**src/rtl/lsu_pkg.sv**
```systemverilog
// ---------------------------------------------------------------------------
// lsu_pkg : funct3 codes and FSM state encoding for load_store_unit | Rev 1.0
// ---------------------------------------------------------------------------
`default_nettype none

package lsu_pkg;

  localparam logic [2:0] F3_B  = 3'b000;
  localparam logic [2:0] F3_H  = 3'b001;
  localparam logic [2:0] F3_W  = 3'b010;
  localparam logic [2:0] F3_BU = 3'b100;
  localparam logic [2:0] F3_HU = 3'b101;

  typedef enum logic [0:0] {
    IDLE  = 1'b0,
    MERGE = 1'b1
  } lsu_state_t;

endpackage

`default_nettype wire

```
**src/rtl/lsu_lane_align.sv**
```systemverilog
// ---------------------------------------------------------------------------
// lsu_lane_align : load lane extract/extend, store mask/data lane placement | Rev 1.0
// ---------------------------------------------------------------------------
`default_nettype none

module lsu_lane_align
  import lsu_pkg::*;
(
  input  logic [2:0]  funct3,
  input  logic [1:0]  addr_lo,
  input  logic [31:0] mem_rd,
  input  logic [31:0] wdata,
  output logic [31:0] load_data,
  output logic [31:0] store_mask,
  output logic [31:0] store_data
);

  logic [7:0]  load_byte;
  logic [15:0] load_half;

  always_comb begin
    case (addr_lo)
      2'd0:    load_byte = mem_rd[7:0];
      2'd1:    load_byte = mem_rd[15:8];
      2'd2:    load_byte = mem_rd[23:16];
      default: load_byte = mem_rd[31:24];
    endcase
    load_half = addr_lo[1] ? mem_rd[31:16] : mem_rd[15:0];

    case (funct3)
      F3_B:    load_data = {{24{load_byte[7]}}, load_byte};
      F3_BU:   load_data = {24'h0, load_byte};
      F3_H:    load_data = {{16{load_half[15]}}, load_half};
      F3_HU:   load_data = {16'h0, load_half};
      F3_W:    load_data = mem_rd;
      default: load_data = 32'h0;
    endcase
  end

  // Data is replicated across lanes so the mask alone selects the target bytes.
  always_comb begin
    case (funct3)
      F3_B: begin
        store_mask = 32'h0000_00FF << {addr_lo, 3'b000};
        store_data = {4{wdata[7:0]}};
      end
      F3_H: begin
        store_mask = addr_lo[1] ? 32'hFFFF_0000 : 32'h0000_FFFF;
        store_data = {2{wdata[15:0]}};
      end
      default: begin
        store_mask = 32'hFFFF_FFFF;
        store_data = wdata;
      end
    endcase
  end

endmodule

`default_nettype wire

```
**src/rtl/load_store_unit.sv**
```systemverilog
// ---------------------------------------------------------------------------
// load_store_unit : RV32I byte/half/word access to word-only memory, RMW for SB/SH | Rev 1.0
// ---------------------------------------------------------------------------
`default_nettype none

module load_store_unit
  import lsu_pkg::*;
#(
  parameter int MEM_WORDS = 64,
  parameter int XLEN      = 32
) (
  input  logic            CLK,
  input  logic            RST,
  input  logic            req_valid,
  input  logic            req_we,
  input  logic [2:0]      req_funct3,
  input  logic [XLEN-1:0] req_addr,
  input  logic [XLEN-1:0] req_wdata,
  output logic [XLEN-1:0] rdata,
  output logic            stall,
  output logic            misalign,
  output logic            fault_flag,
  output logic [XLEN-1:0] fault_addr,
  output logic            mem_we,
  output logic [XLEN-1:0] mem_a,
  output logic [XLEN-1:0] mem_wd,
  input  logic [XLEN-1:0] mem_rd
);

  lsu_state_t  state, state_next;
  logic [29:0] hold_word;
  logic [31:0] hold_mask, hold_data, hold_old;
  logic [31:0] load_data, store_mask, store_data;
  logic        op_half, op_word, is_load, is_store, is_op;
  logic        bad_align, out_of_range, fault_now, req_ok, capture;

  lsu_lane_align u_lane_align (
    .funct3     (req_funct3),
    .addr_lo    (req_addr[1:0]),
    .mem_rd     (mem_rd),
    .wdata      (req_wdata),
    .load_data  (load_data),
    .store_mask (store_mask),
    .store_data (store_data)
  );

  always_comb begin
    op_half      = (req_funct3[1:0] == 2'b01);
    op_word      = (req_funct3[1:0] == 2'b10);
    is_load      = !req_we && (req_funct3 == F3_B  || req_funct3 == F3_H || req_funct3 == F3_W ||
                               req_funct3 == F3_BU || req_funct3 == F3_HU);
    is_store     = req_we && (req_funct3 == F3_B || req_funct3 == F3_H || req_funct3 == F3_W);
    is_op        = req_valid && (is_load || is_store);
    bad_align    = (op_half && req_addr[0]) || (op_word && (req_addr[1:0] != 2'b00));
    out_of_range = ({2'b00, req_addr[31:2]} >= 32'(MEM_WORDS));
    fault_now    = is_op && (bad_align || out_of_range);
    req_ok       = is_op && !(bad_align || out_of_range);
  end

  // Outputs are held quiet during reset so a pending request cannot stall or write.
  always_comb begin
    state_next = state;
    stall      = 1'b0;
    misalign   = 1'b0;
    mem_we     = 1'b0;
    mem_a      = {req_addr[31:2], 2'b00};
    mem_wd     = req_wdata;
    rdata      = 32'h0;
    capture    = 1'b0;
    if (RST) begin
      case (state)
        IDLE: begin
          misalign = fault_now;
          if (req_ok && is_load) begin
            rdata = load_data;
          end else if (req_ok && op_word) begin
            mem_we = 1'b1;
          end else if (req_ok) begin
            stall      = 1'b1;
            capture    = 1'b1;
            state_next = MERGE;
          end
        end
        MERGE: begin
          mem_a      = {hold_word, 2'b00};
          mem_we     = 1'b1;
          mem_wd     = (hold_old & ~hold_mask) | (hold_data & hold_mask);
          state_next = IDLE;
        end
        default: state_next = IDLE;
      endcase
    end
  end

  always_ff @(posedge CLK or negedge RST) begin
    if (!RST) begin
      state      <= IDLE;
      hold_word  <= 30'h0;
      hold_mask  <= 32'h0;
      hold_data  <= 32'h0;
      hold_old   <= 32'h0;
      fault_flag <= 1'b0;
      fault_addr <= 32'h0;
    end else begin
      state <= state_next;
      if (capture) begin
        hold_word <= req_addr[31:2];
        hold_mask <= store_mask;
        hold_data <= store_data;
        hold_old  <= mem_rd;
      end
      if (misalign && !fault_flag) begin
        fault_flag <= 1'b1;
        fault_addr <= req_addr;
      end
    end
  end

endmodule

`default_nettype wire

```
**config.mk**
```make
export PLATFORM = sky130hd
export DESIGN_NAME = load_store_unit
export DESIGN_NICKNAME = d
export VERILOG_FILES = /design/src/rtl/lsu_pkg.sv /design/src/rtl/lsu_lane_align.sv /design/src/rtl/load_store_unit.sv
export SDC_FILE = /design/constraint.sdc
export NUM_CORES = 1
export LEC_CHECK = 0
export BUFFER_PORTS_ARGS = -buffer_cell sky130_fd_sc_hd__buf_4
export CAP_MARGIN = 40
export CELL_PAD_IN_SITES_DETAIL_PLACEMENT = 1
export CELL_PAD_IN_SITES_GLOBAL_PLACEMENT = 1
export CORE_MARGIN = 10
export CORE_UTILIZATION = 45
export DETAILED_ROUTE_END_ITERATION = 6
export GPL_TIMING_DRIVEN = 1
export HOLD_SLACK_MARGIN = 0.08
export PLACE_DENSITY_LB_ADDON = 0.1
export REMOVE_ABC_BUFFERS = 1
export SYNTH_ARGS = -nofsm -noshare
export SYNTH_HDL_FRONTEND = slang
export SYNTH_HIERARCHICAL = 1
export SYNTH_SLANG_ARGS = --single-unit
```
**constraint.sdc**
```tcl
create_clock -name CLK -period 3.3 [get_ports CLK]
set_input_delay 0.33 -clock CLK [delete_from_list [all_inputs] [get_ports CLK]]
set_output_delay 0.33 -clock CLK [all_outputs]
set_load 0.03 [all_outputs]
```
==> summary.txt, run 1 <==
Logic synthesis
  – Top FF cell, synth: dfrtp_1
  – Post-synthesis instance total: 730
  – Area leader, netlist: dfrtp_1
  – Syn Area/Cell: 11.9 µm²
  – Netlist Area Pre-Place: 0.00866 mm²
  – Ranking of synthesized cells by area: dfrtp_1 (46%), mux2_2 (23%), mux2i_1 (6.4%), and2_1 (4.0%), buf_4 (3.3%)
  – Number of synthesized register bits: 160
  – Count of unique library cells instantiated by Yosys: 42
  – YS warnings: 6
  – Post-synth EDFFs: 0
  – Seq/Total Area, Yosys: 0.462
  – Ys async rst share: 1.00
  – Top-area cell type share of the netlist area: 0.462

Global route
  – Vias in the first global route: 7,568
  – First-pass GRT wire length: 43.6 mm
  – Largest net degree at the start of global routing: 66
  – GRT Total Usage: 0.215
  – Initial antenna violation count: 0
  – Grt ovf: 0

STA
  – Fin. max-slew vios: 0
  – Clock skew: 7.71 ps
  – Unrepaired setup endpoints after global routing: no
  – Final hold vios: 0
  – Fmax: 0.362 GHz
  – Actual slew at the worst max-slew pin: 867 ps
  – Finish-stage setup viols: 0
  – PnR worst setup slack: 537 ps
  – TNS Setup: 0 ps
  – Tmin final: 2760 ps
  – Max-slew headroom at the worst pin: 0.418
  – Post-route clock period utilization: 0.837

Worst hold path
  – Type of the tightest min-delay check: in2reg
  – WHS Path Cells: 2

Clock tree
  – Reg clk slew, reported paths: 70 ps
  – CTS buffer count: 17
  – CTS Hold Bufs: 1
  – Root Buffer: clkbuf_16
  – H-tree Lvls: 4
  – Worst-case clock buffer depth: 2
  – Post-CTS Setup Inserts: 0
  – CTS sink count: 160
  – CTS tree: built
  – Post_cts resized: 0
  – Clk_lat worst skew: 430 ps

Place
  – Final Wtd Congestion: 0.832
  – Cell count after placement: 1,160
  – DP Wirelength: 20.0 mm
  – Number of port buffers: 232
  – DP Area: 0.0104 mm²
  – Pre-CTS setup slack: 470 ps

Worst setup path
  – Startpoint Class: input pin
  – CP Max Fanout: 32
  – CP delay by family, top: simple AND/OR/NAND/NOR gates
  – Worst path cell trace: buf_4 > nor4_1 > nand4_1 > a21oi_2 > and4_1 > buf_4 > and2_1 > buf_4
  – Critical Path Sink Type: primary output
  – Critical Path RT: 2970 ps
  – Crit path DAT: 2430 ps
  – CP Depth: 8
  – Critical path class: in2out
  – CP bufs+invs: 3
  – Reg2Reg Depth: 5
  – Slowest cell on the critical path: nor4_1
  – Most used cell, CP: buf_4
  – Slowest cell delay on critical path: 510 ps

Floorplan
  – Die Height: 159 µm
  – Core region area: 0.0188 mm²
  – Starting Density: 0.460
  – I/O pin count: 235
  – Num rows: 50
  – Die width: 159 µm
  – Total die area: 0.0252 mm²

Routing
  – Post-DRT Antenna Nets: 0
  – Avg WL per Cell: 22.9 µm
  – Vias/cell: 5.38
  – Initial DRC Count: 218
  – Vias: 6,424
  – Number of detailed-route iterations in the first pass: 4
  – Total wire length: 27.3 mm
  – DRC: 0

Finish
  – Core Util, Final: 0.585
  – # nets final: 1,023
  – Synthesis-to-layout area growth: 27.2%
  – Diode count: 0
  – Commonest cells after routing, fill and taps aside: buf_4 (248), mux2_2 (175), dfrtp_1 (160), and2_1 (56), mux2i_1 (55)
  – Layout cells sized above 1: 0.516
  – Fill cells: 1,998
  – Most common cell after layout, fill and taps aside: buf_4
  – Fin cells: 1,193
  – Final instance area: 0.0110 mm²

Power and ir drop
  – Leakage power: 5.63 nW
  – Pwr Density: 467 mW/mm²
  – Peak supply drop: 0.000376 V

Run
  – Max cap viols: 0

Run status
  – Outcome: finished, final reports clean
==> area by class of cell <==
type	instances	area [µm²]	share of cell area
timing repair buffer	253	1960	0.178
clock buffer	17	425	0.0386
multi-input combinational	485	4150	0.377
tap	260	325	0.0295
inverter	3	11.3	0.00102
clock inverter	15	139	0.0126
sequential	160	4000	0.363
==> worst reg2reg max path, cell delays in order (launching register included) <==
cell and delay [ps]:
dfrtp_1 420, nor2_1 230, o21ai_0 240, a211oi_4 330, buf_4 430, mux2_2 420
==> worst paths after layout <==
kind	from	end	slack [ps]
worst max-delay path	req_addr[30]	rdata[29]	540
min in group asynchronous	RST	state	600
worst min register to register	hold_word[12]	hold_word[12]	490
worst min-delay path	req_addr[23]	fault_addr[23]	150
worst max register to register	state	fault_addr[13]	1130
max in group asynchronous	RST	hold_old[15]	2090
==> cell usage after synthesis, types with 7 or more instances <==
master      n
clkbuf_1   18
mux4_2      7
dfrtp_1   160
and2_1     56
nor2_1     28
buf_4      38
nand2_1    44
mux2i_1    55
a211o_1     8
nor4_1      7
a21oi_1    10
mux2_2    175
a21o_1     16
buf_2      17
o21ai_0    39
==> routing by layer <==
metal,GRT usage,routed length [µm]
met1,0.256,11400
met2,0.364,13500
met3,0.0676,1930
met4,0.0616,429
met5,0,0
==> cells by family (layout without fill, tap and decap cells) <==
kind of cell | after synthesis | after routing | share of synthesized area
other | 1 | 2 | 0.000433
DFF | 160 | 160 | 0.462
muxes | 243 | 243 | 0.319
buffers and inverters | 86 | 288 | 0.0607
AOI/OAI and AO/OA | 88 | 88 | 0.0660
and+or+nand+nor | 152 | 152 | 0.0910
==> stage by stage <==
step	hold slack [ps]	power, mW
finish	149	5.15
global route	146	5.37
CTS	138	5.20
detailed placement	414	3.30
global placement	466	3.25
floorplan	34.4	2.72
==> sequential cells by signal, indices dropped and copies added (netlist names) <==
name and flops:
fault_addr 32, hold_word 30, hold_data 32, hold_mask 32, fault_flag 1, state 1, hold_old 32
==> where the power goes <==
group          total (mW)  switching (mW)  internal, mW
registers            2.14          0.0625          2.07
logic                1.12           0.656         0.461
clock network        1.90           0.855          1.04
Note: power is estimated with default switching activity, not from simulation.
==> inputs of run 2 (changes only) <==
Settings changed: CORE_UTILIZATION 45 to 42.
Clock period 3.3 ns to 2.8 ns, I/O delays scaled along.
==> summary.txt, run 2 (synthesis results as in run 1) <==
Run status
  – Outcome: finished, final reports clean

Finish
  – # nets final: 1,027
  – Diode count: 0
  – Synthesis-to-layout area growth: 28.3%
  – Commonest cells after routing, fill and taps aside: buf_4 (250), mux2_2 (175), dfrtp_1 (160), and2_1 (56), mux2i_1 (55)
  – Fill cells: 2,130
  – Fin cells: 1,207
  – Layout cells sized above 1: 0.518
  – Most common cell after layout, fill and taps aside: buf_4

STA
  – Finish-stage setup viols: 0
  – Fmax: 0.375 GHz
  – Final hold vios: 0
  – Tmin final: 2670 ps
  – Actual slew at the worst max-slew pin: 808 ps
  – Clock skew: 9.26 ps
  – Max-slew headroom at the worst pin: 0.461
  – Hold Slack: 103 ps
  – Unrepaired setup endpoints after global routing: no
  – TNS Setup: 0 ps
  – Fin. max-slew vios: 0
  – Post-route clock period utilization: 0.953

Clock tree
  – Post-CTS Setup Inserts: 0
  – Reg clk slew, reported paths: 70 ps
  – CTS buffer count: 17
  – CTS sink count: 160
  – Clk_lat worst skew: 430 ps
  – H-tree Lvls: 4
  – Root Buffer: clkbuf_16
  – CTS tree: built
  – Worst-case clock buffer depth: 2

Worst hold path
  – Hold path start: req_addr[20]
  – Type of the tightest min-delay check: in2reg

Worst setup path
  – Critical path startpoint: RST
  – Crit path DAT: 2390 ps
  – Startpoint Class: input pin
  – CP Max Fanout: 32
  – Critical Path RT: 2520 ps
  – R2r setup slk: 560 ps
  – RR Startpoint: state
  – Critical path class: in2out
  – Critical Path Sink Type: primary output

Place
  – DP Wirelength: 19.7 mm
  – Cell count after placement: 1,174
  – Final Wtd Congestion: 0.792
  – Number of port buffers: 232

Global route
  – Initial antenna violation count: 0
  – Largest net degree at the start of global routing: 139
  – First-pass GRT wire length: 41.4 mm
  – Grt ovf: 0
  – GRT Total Usage: 0.197
  – Vias in the first global route: 7,302

Power and ir drop
  – Total power: 6.20 mW
  – Pwr Density: 558 mW/mm²
  – Peak supply drop: 0.000456 V
  – Leakage power: 5.68 nW

Floorplan
  – I/O pin count: 235
  – Die width: 164 µm
  – Die Height: 164 µm
  – Starting Density: 0.428
  – Num rows: 52
  – Total die area: 0.0268 mm²
  – Core region area: 0.0202 mm²

Routing
  – Avg WL per Cell: 21.9 µm
  – Vias/cell: 5.30
  – Vias: 6,401
  – Initial DRC Count: 245
  – Post-DRT Antenna Nets: 0
  – Total wire length: 26.5 mm
  – Number of detailed-route iterations in the first pass: 4
  – DRC: 0

Run
  – Max cap viols: 0
==> run 2: final timing paths <==
kind / to / depth (start not counted)
max: rdata[15] / 8
min: fault_addr[20] / 2
max reg2reg: fault_addr[26] / 5
min reg2reg: hold_word[23] / 1
max in group asynchronous: hold_old[7] / 3
min in group asynchronous: fault_addr[22] / 2
==> run 2: layout make-up <==
class	instances	area (µm²)	share of cell area
tap	270	338	0.0304
inverter	3	11.3	0.00101
timing repair buffer	257	2000	0.180
clock inverter	15	175	0.0158
multi-input combinational	485	4160	0.375
clock buffer	17	425	0.0383
sequential	160	4000	0.360
==> run 2: worst max-delay path: stages <==
cell	delay (ps)
dlygate4sd3_1	570
clkbuf_8	310
nand2_1	130
nor2_1	260
and4_1	290
buf_12	190
and2_1	160
buf_4	160
==> run 2: per-layer routing <==
metal | vias to the layer above | GRT usage | share of wire
met5 | - | 0 | 0
met4 | 0 | 0.0561 | 0.015
met3 | 27 | 0.0702 | 0.086
met2 | 180 | 0.331 | 0.49
met1 | 3252 | 0.232 | 0.41
li1 | 2942 | - | -
==> run 2: power by group <==
group / switching [mW] / internal, mW / leakage [nW]
registers: 0.0730 / 2.44 / 2.19
logic: 0.766 / 0.542 / 3.20
clock network: 1.02 / 1.35 / 0.291
==> run 2: what timing repair did <==
action                                  CTS  global route
hold endpoints to repair                 22             0
hold buffers                              1             0
gates resized for setup                   0             2
endpoints found under the setup margin    0            10
==> run 2: metrics by stage <==
step            util  cell area (µm²)  setup slack, ps
3_3_place_gp   0.517            10500              350
5_1_grt        0.549            11100             14.3
3_5_place_dp   0.518            10500              301
6_report       0.549            11100              131
4_1_cts        0.549            11100             16.1
2_1_floorplan      -             8150            -2800
==> inputs of run 3 (changes only) <==
Settings changed: CELL_PAD_IN_SITES_GLOBAL_PLACEMENT 1 to 2, CORE_UTILIZATION 42 to 35, CTS_BUF_LIST from default to sky130_fd_sc_hd__clkbuf_8.
==> summary.txt, run 3 (synthesis results as in run 1) <==
Routing
  – Met3 wire length: 2.49 mm
  – Post-DRT Antenna Nets: 0
  – Vias: 6,524
  – Number of detailed-route iterations in the first pass: 4
  – DRC: 0
  – Met2 WL: 14.0 mm
  – Uppermost layer routed: met5
  – Total wire length: 28.7 mm
  – Vias/cell: 4.95
  – Avg WL per Cell: 21.7 µm
  – Initial DRC Count: 259
  – M1 WL: 11.8 mm

Power and ir drop
  – Pwr Density: 499 mW/mm²
  – Cell-internal power: 4.03 mW
  – Clk pwr share: 0.328
  – Switching share of power: 0.304
  – Leakage power: 5.85 nW
  – Switching power: 1.77 mW
  – Total power: 5.80 mW
  – Comb pwr share: 0.239
  – Peak supply drop: 0.000275 V
  – Sequential Power Share: 0.433

Worst hold path
  – WHS Path Cells: 2
  – Hold path start: mem_rd[14]
  – Min-Delay Endpoint: hold_old[14]
  – Type of the tightest min-delay check: in2reg

Finish
  – Synthesis-to-layout area growth: 34.1%
  – Fill cells: 2,621
  – Most common cell after layout, fill and taps aside: buf_4
  – Layout cells sized above 1: 0.489
  – Diode count: 0
  – Commonest cells after routing, fill and taps aside: buf_4 (251), mux2_2 (175), dfrtp_1 (160), dlygate4sd3_1 (58), and2_1 (56)
  – # nets final: 1,085
  – Final instance area: 0.0116 mm²
  – Core Util, Final: 0.478

Clock tree
  – CTS tree: built
  – Reg clk slew, reported paths: 80 ps
  – CTS buffer count: 17
  – CTS sink count: 160
  – Root Buffer: clkbuf_8
  – H-tree Lvls: 4
  – Clk_lat worst skew: 460 ps
  – Post-CTS Setup Inserts: 0
  – Worst-case clock buffer depth: 2

STA
  – Fin. max-slew vios: 0
  – Unrepaired setup endpoints after global routing: no
  – Final hold vios: 0
  – Fmax: 0.366 GHz
  – Post-route clock period utilization: 0.975
  – Actual slew at the worst max-slew pin: 690 ps
  – Clock skew: 16.0 ps
  – Tmin final: 2730 ps
  – Hold Slack: 106 ps
  – TNS Setup: 0 ps
  – Max-slew headroom at the worst pin: 0.540
  – Finish-stage setup viols: 0

Global route
  – Grt ovf: 0
  – Initial antenna violation count: 1
  – Vias in the first global route: 7,584
  – Largest net degree at the start of global routing: 76
  – First-pass GRT wire length: 44.3 mm
  – GRT Total Usage: 0.182

Floorplan
  – Num rows: 57
  – Total die area: 0.0314 mm²
  – Die Height: 177 µm
  – Starting Density: 0.356
  – Core region area: 0.0243 mm²
  – I/O pin count: 235
  – Die width: 177 µm

Run status
  – Outcome: finished, final reports clean

Worst setup path
  – Critical Path Sink Type: primary output
  – Critical path class: in2out
  – RR Startpoint: state
  – Critical Path RT: 2520 ps
  – R2r setup slk: 690 ps
  – Crit path DAT: 2450 ps
  – Endpoint of the worst register-to-register path: fault_addr[3]
  – Reg2Reg Depth: 5
  – Startpoint Class: input pin
  – CP Max Fanout: 9

Place
  – DP Area: 0.0106 mm²
  – Number of port buffers: 232
  – DP Wirelength: 21.1 mm
  – Final Wtd Congestion: 0.775

Run
  – Max cap viols: 0
==> run 3: cell count changes in the layout (fill, tap and decap cells not counted), sizes merged <==
cell,previous run,this run
clkinvlp,2,3
bufinv,2,4
dlygate4sd3,1,58
buf,255,257
inv,11,6
==> run 3: critical path, stage by stage <==
cell and delay, ps:
dlygate4sd3_1 530, buf_4 160, mux4_2 530, o2bb2ai_2 270
buf_6 220, a21o_1 150, and2_1 140, buf_4 170
==> run 3: worst max-delay path by stage <==
stage	from	end	slack, ps	cells after the start
after floorplan	req_addr[14]	hold_data[0]	-2800	5
after global placement	req_addr[18]	rdata[15]	270	8
after detailed placement	req_addr[18]	hold_data[23]	180	7
after CTS	req_addr[7]	rdata[15]	40	8
after global routing	mem_rd[7]	rdata[25]	0.9	8
final	mem_rd[31]	rdata[25]	70	8
==> run 3: area by class of cell <==
class	count	area, µm²	share of cell area
Clock buffer	18	248	0.0213
Clock inverter	13	186	0.0161
Multi-Input combinational cell	485	4190	0.360
Tap cell	324	405	0.0349
Inverter	3	11.3	0.000970
Sequential cell	160	4000	0.345
Timing Repair Buffer	315	2570	0.222
==> run 3: power groups by stage <==
| stage | Sequential, mW | Clock, mW | Combinational, mW |
|---|---|---|---|
| 4_1_cts | 2.51 | 1.96 | 1.40 |
| 3_5_place_dp | 2.56 | 0 | 1.34 |
| 2_1_floorplan | 2.82 | 0 | 0.392 |
| 5_1_grt | 2.53 | 2.07 | 1.48 |
| 3_3_place_gp | 2.55 | 0 | 1.31 |
| 6_report | 2.51 | 1.90 | 1.39 |
==> run 3: stage by stage <==
stage          instances  setup WS (ps)
5_1_grt             1318          0.856
3_3_place_gp        1226            266
6_report            1318           70.4
4_1_cts             1313           41.3
3_5_place_dp        1229            177
2_1_floorplan        648          -2800
==> run 3: per-layer routing <==
| layer | vias to the layer above | track usage |
|---|---|---|
| met5 | - | 0 |
| met4 | 2 | 0.0406 |
| met3 | 25 | 0.0730 |
| met2 | 187 | 0.308 |
| met1 | 3267 | 0.212 |
| li1 | 3043 | - |
==> run 3: what timing repair did <==
item / CTS / global route
endpoints found under the hold margin: 95 / 5
setup endpoints to repair: 0 / 40
gates resized for setup: 0 / 3
hold buffers: 53 / 5
